[src/rtl/decoder_scan_reg.sv]
// Registered binary-to-one-hot decoder with a scan (running-light) mode.
// Optional macro DEC_PINGPONG_EN: scan bounces at the ends instead of wrapping.
module decoder_scan_reg #(
  parameter int SEL_W     = 3,
  parameter int DIV       = 4,
  parameter int RESET_IDX = 0
) (
  input  logic                sys_clk,
  input  logic                sys_rst,
  input  logic                mode,
  input  logic [SEL_W-1:0]    sel,
  input  logic                load,
  input  logic                dir,
  output logic [2**SEL_W-1:0] out,
  output logic [SEL_W-1:0]    idx,
  output logic                step
);

  localparam int OUT_W = 2**SEL_W;
  localparam int CNT_W = (DIV > 1) ? $clog2(DIV) : 1;
  localparam logic [CNT_W-1:0] CNT_MAX = CNT_W'(DIV - 1);

  logic [OUT_W-1:0] r_out;
  logic [SEL_W-1:0] r_idx;
  logic [CNT_W-1:0] r_cnt;
  logic             r_step;
  logic             r_prev_mode;

  logic [SEL_W-1:0] w_idx_nxt;
  logic [CNT_W-1:0] w_cnt_nxt;
  logic             w_step_nxt;

  function automatic logic [SEL_W-1:0] idx_move(input logic [SEL_W-1:0] cur,
                                                input logic down);
    return down ? cur - SEL_W'(1) : cur + SEL_W'(1);
  endfunction

`ifdef DEC_PINGPONG_EN
  logic r_bdir;
  logic w_bdir_nxt;
  logic w_at_end;

  // Reaching the end in the current direction reverses before moving.
  assign w_at_end = r_bdir ? (r_idx == '0) : (r_idx == '1);
`endif

  always_comb begin
    w_idx_nxt  = r_idx;
    w_cnt_nxt  = r_cnt;
    w_step_nxt = 1'b0;
`ifdef DEC_PINGPONG_EN
    w_bdir_nxt = r_bdir;
`endif
    if (load) begin
      w_idx_nxt = sel;
      w_cnt_nxt = '0;
`ifdef DEC_PINGPONG_EN
      w_bdir_nxt = dir;
`endif
    end else if (mode != r_prev_mode) begin
      w_cnt_nxt = '0;
`ifdef DEC_PINGPONG_EN
      if (mode) w_bdir_nxt = dir;
`endif
    end else if (mode) begin
      if (r_cnt == CNT_MAX) begin
        w_cnt_nxt  = '0;
        w_step_nxt = 1'b1;
`ifdef DEC_PINGPONG_EN
        if (w_at_end) begin
          w_bdir_nxt = ~r_bdir;
          w_idx_nxt  = idx_move(r_idx, ~r_bdir);
        end else begin
          w_idx_nxt  = idx_move(r_idx, r_bdir);
        end
`else
        w_idx_nxt = idx_move(r_idx, dir);
`endif
      end else begin
        w_cnt_nxt = r_cnt + CNT_W'(1);
      end
    end
  end

  always_ff @(posedge sys_clk) begin
    if (sys_rst) begin
      r_idx       <= SEL_W'(RESET_IDX);
      r_out       <= OUT_W'(1) << RESET_IDX;
      r_cnt       <= '0;
      r_step      <= 1'b0;
      r_prev_mode <= 1'b0;
    end else begin
      r_idx       <= w_idx_nxt;
      r_out       <= OUT_W'(1) << w_idx_nxt;
      r_cnt       <= w_cnt_nxt;
      r_step      <= w_step_nxt;
      r_prev_mode <= mode;
    end
  end

`ifdef DEC_PINGPONG_EN
  always_ff @(posedge sys_clk) begin
    if (sys_rst) r_bdir <= dir;
    else         r_bdir <= w_bdir_nxt;
  end
`endif

  assign out  = r_out;
  assign idx  = r_idx;
  assign step = r_step;

endmodule

[config.mk]
export PLATFORM = sky130hd
export DESIGN_NAME = decoder_scan_reg
export DESIGN_NICKNAME = d
export VERILOG_FILES = /design/src/rtl/decoder_scan_reg.sv
export SDC_FILE = /design/constraint.sdc
export NUM_CORES = 1
export LEC_CHECK = 0
export CORE_MARGIN = 10
export CORE_UTILIZATION = 35
export CTS_CLUSTER_DIAMETER = 60
export DETAILED_ROUTE_END_ITERATION = 6
export GPL_TIMING_DRIVEN = 0
export HOLD_SLACK_MARGIN = 0.05
export PLACE_DENSITY = 0.63
export RECOVER_POWER = 25
export SLEW_MARGIN = 30
export SYNTH_ARGS = -nofsm -noshare
export SYNTH_HDL_FRONTEND = slang
export SYNTH_SLANG_ARGS = --single-unit
export TNS_END_PERCENT = 5
[constraint.sdc]
create_clock -name sys_clk -period 1.9 [get_ports sys_clk]
set_input_delay 0.19 -clock sys_clk [delete_from_list [all_inputs] [get_ports sys_clk]]
set_output_delay 0.19 -clock sys_clk [all_outputs]
set_load 0.1 [all_outputs]
==> reports/summary.txt <==
leading area contributor after synthesis - dfxtp_1
Post-Route WL - 1.37 mm
die height - 62.2 um
placed insts - 105
diodes inserted - 0
Starting Density - 36.6%
post-CTS setup repair buffer count - 0
detailed placement HPWL - 1.07 mm
clk slew on worst S/H paths - 0.08 ns
Yosys reg bits - 15
# rows - 15
share of layout cells above drive strength 1 - 16.7%
final hold violation count - 0
Synth Net Count - 73
crit end category - flip-flop
initial antenna violation count - 0
Post-synth EDFFs - 0
Post-Synth Adder-Cell Area - 7.21%
Detailed Route Iter0 Violations - 7
Die X-Extent - 62.2 um
P&R area growth vs syn - 41.1%
vias per inst - 4.83
vias in the first global route - 512
crit-path max FO - 3
Least-Margin Pin Slew - 0.962 ns
leak pwr - 0.380 nW
Finished Cell Area - 881 sq um
Crit path required time - 2.11 ns
CTS tree - built
R2R Setup Slk - 0.10 ns
clock tree sinks - 15
Place WS - -0.268 ns
clk_lat worst skew - 0.28 ns
Seq/Total Area, Yosys - 48.1%
Hold EP - r_prev_mode$_SDFF_PP0_
Synth Area in Compound Gates - 17.8%
port bufs - 18
Reg2Reg Capture Point - out[3]$_SDFF_PP0_
endpoints failing setup - 0
core area - 0.00171 sq mm
outcome - completed
syn_area_per_cell - 10.1 sq um
FMAX - 541 MHz
die area - 0.00387 sq mm
post-synthesis cell type count - 26
post-layout min period - 1.85 ns
Routed Antenna Nets - 0
GR Util All Layers - 7.45%
routability cong. - 0.750
placed instance area - 843 sq um
grt total ovfl - 0
Top FF cell, synth - dfxtp_1
hold slack - 0.284 ns
crit path DAT - 2.06 ns
depth of the worst hold-timing path - 2
asr flop ratio synth - 0%
first-pass GRT wire length - 2.35 mm
largest net degree at the start of global routing - 11
first-pass iteration count of the detailed router - 4
Slew Viols, Final - 0
setup ws final - 0.0508 ns
synth top area cells - dfxtp_1 (48%), nor3_1 (4.8%), ha_1 (4.0%)
xor/xnor cell area share of the yosys netlist - 1.40%
Cells after Synth - 62
Synth Cell Area - 624 sq um
unrepaired setup endpoints after global routing - true
final worst-path cycle share - 97.3%
mux contribution to synthesized area - 0%
Vias - 527
Synth Area in Simple Gates - 22.2%
# hold bufs at CTS - 0
cell depth of the worst flop-to-flop path - 5
Layout Nets - 96
Power, Total - 0.000698 W
final std cells w/o fill - 109
crit path launch type - input pin
Rel. slew slack - 36.1%
CP Class - in -> reg
Fillers - 165
H-tree levels - 1
skew final - 0.00275 ns
share of the synthesized area in the top cell type - 48.1%
I/O pins - 20
WL/cell - 12.5 um
pwr/cell area - 793 mW/mm^2
Synthesis Warnings - 0
MaxCap Viol Count - 0
CTS buffer count - 3
worst min-delay path class - in -> reg
Hold Crit Start - sys_rst
Remaining DRCs - 0
clk root buf - clkbuf_4
clk buf depth - 2
Reg-to-Reg Start - idx[0]$_SDFF_PP0_
largest family of logic cells by synthesized area - simple AND/OR/NAND/NOR gates
VDD IR max - 361 uV
-- per-layer routing --
| metal | vias to the layer above | wire [um] | GRT usage [%] | share of wire [%] |
|---|---|---|---|---|
| met2 | 12 | 629 | 11.3 | 46 |
| met3 | 4 | 66 | 1.97 | 4.8 |
| met1 | 243 | 637 | 8.60 | 47 |
| met5 | - | 0 | 0 | 0 |
| met4 | 0 | 34 | 6.00 | 2.5 |
| li1 | 268 | - | - | - |
-- worst max-delay path by stage --
stage | start | to | slack, ns | cells after the start
4_1_cts | dir | out[4]$_SDFF_PP0_ | 0.04 | 6
2_1_floorplan | idx[0]$_SDFF_PP0_ | out[1]$_SDFF_PP0_ | 0.08 | 5
3_5_place_dp | dir | out[4]$_SDFF_PP0_ | -0.27 | 6
5_1_grt | dir | out[3]$_SDFF_PP0_ | -0.008 | 6
6_report | dir | out[3]$_SDFF_PP0_ | 0.05 | 6
3_3_place_gp | dir | out[4]$_SDFF_PP0_ | -0.24 | 6
-- through the flow --
step	TNS [ns]	utilization, %
2_1_floorplan	0	-
3_3_place_gp	-2.01	49.4
3_5_place_dp	-2.12	49.4
4_1_cts	0	50.1
5_1_grt	-0.0123	51.6
6_report	0	51.6
-- worst max-delay path, cell delays in order --
cell             delay (ns)
clkdlybuf4s50_1        0.46
fa_1                   0.45
xnor2_1                0.15
o21a_1                 0.21
or3_4                  0.40
a211oi_2               0.19
-- Yosys cell counts, drive strengths merged (2+ instances only) --
cell    count
and2        3
nand2       3
nand3       2
ha          2
a311o       2
a211oi      3
a21oi       2
nand2b      4
nor2        4
nor3        6
inv         3
dfxtp      15
-- what timing repair did --
action,in CTS,in global routing
gates resized for setup,12,4
setup endpoints to repair,12,8
hold endpoints to repair,0,0
-- cell type report --
class                   instances  area (sq um)  area share, %
multi-input cells              42           329           37.4
clock inverters                 1          5.00          0.568
well taps                      25          31.3           3.55
plain buffers                   2          8.76          0.994
flip-flops and latches         15           308           34.9
clock buffers                   3          22.5           2.56
repair buffers                 18           165           18.7
inverters                       3          11.3           1.28
-- sequential cells by signal, indices dropped and copies added (netlist names) --
signal	count
r_cnt	2
step	1
idx	3
r_prev_mode	1
out	8
-- layout by cell type (no fill, tap or decap), drive strengths merged --
| cell | count |
|---|---|
| dfxtp | 15 |
| ha | 2 |
| nand2b | 4 |
| o21a | 1 |
| or3 | 1 |
| nand3 | 2 |
| clkdlybuf4s50 | 5 |
| nor2 | 4 |
| o311a | 1 |
| o21ai | 1 |
| clkinv | 1 |
| and3 | 1 |
| and2 | 3 |
| xnor2 | 1 |
| nor3 | 6 |
| buf | 1 |
| o311ai | 1 |
| a311o | 2 |
| o221ai | 1 |
| nand2 | 3 |
| nor2b | 1 |
| a21oi | 2 |
| o221a | 1 |
| dlygate4sd3 | 1 |
| fa | 1 |
| clkbuf | 4 |
| a211oi | 3 |
| dlygate4sd2 | 12 |
| inv | 3 |
-- kinds of logic after synthesis --
kind of cell / after synthesis
DFF: 15
adders and majority gates: 3
buffers and inverters: 5
xor gates and xnor gates: 1
and+or+nand+nor: 25
AOI/OAI and AO/OA: 13
-- power by group --
group          leakage, nW  internal, W  switching (W)
Sequential           0.124     0.000327     0.00000848
Clock               0.0177    0.0000782      0.0000981
Combinational        0.238    0.0000496       0.000136
Power figures use the tool's default switching activity.
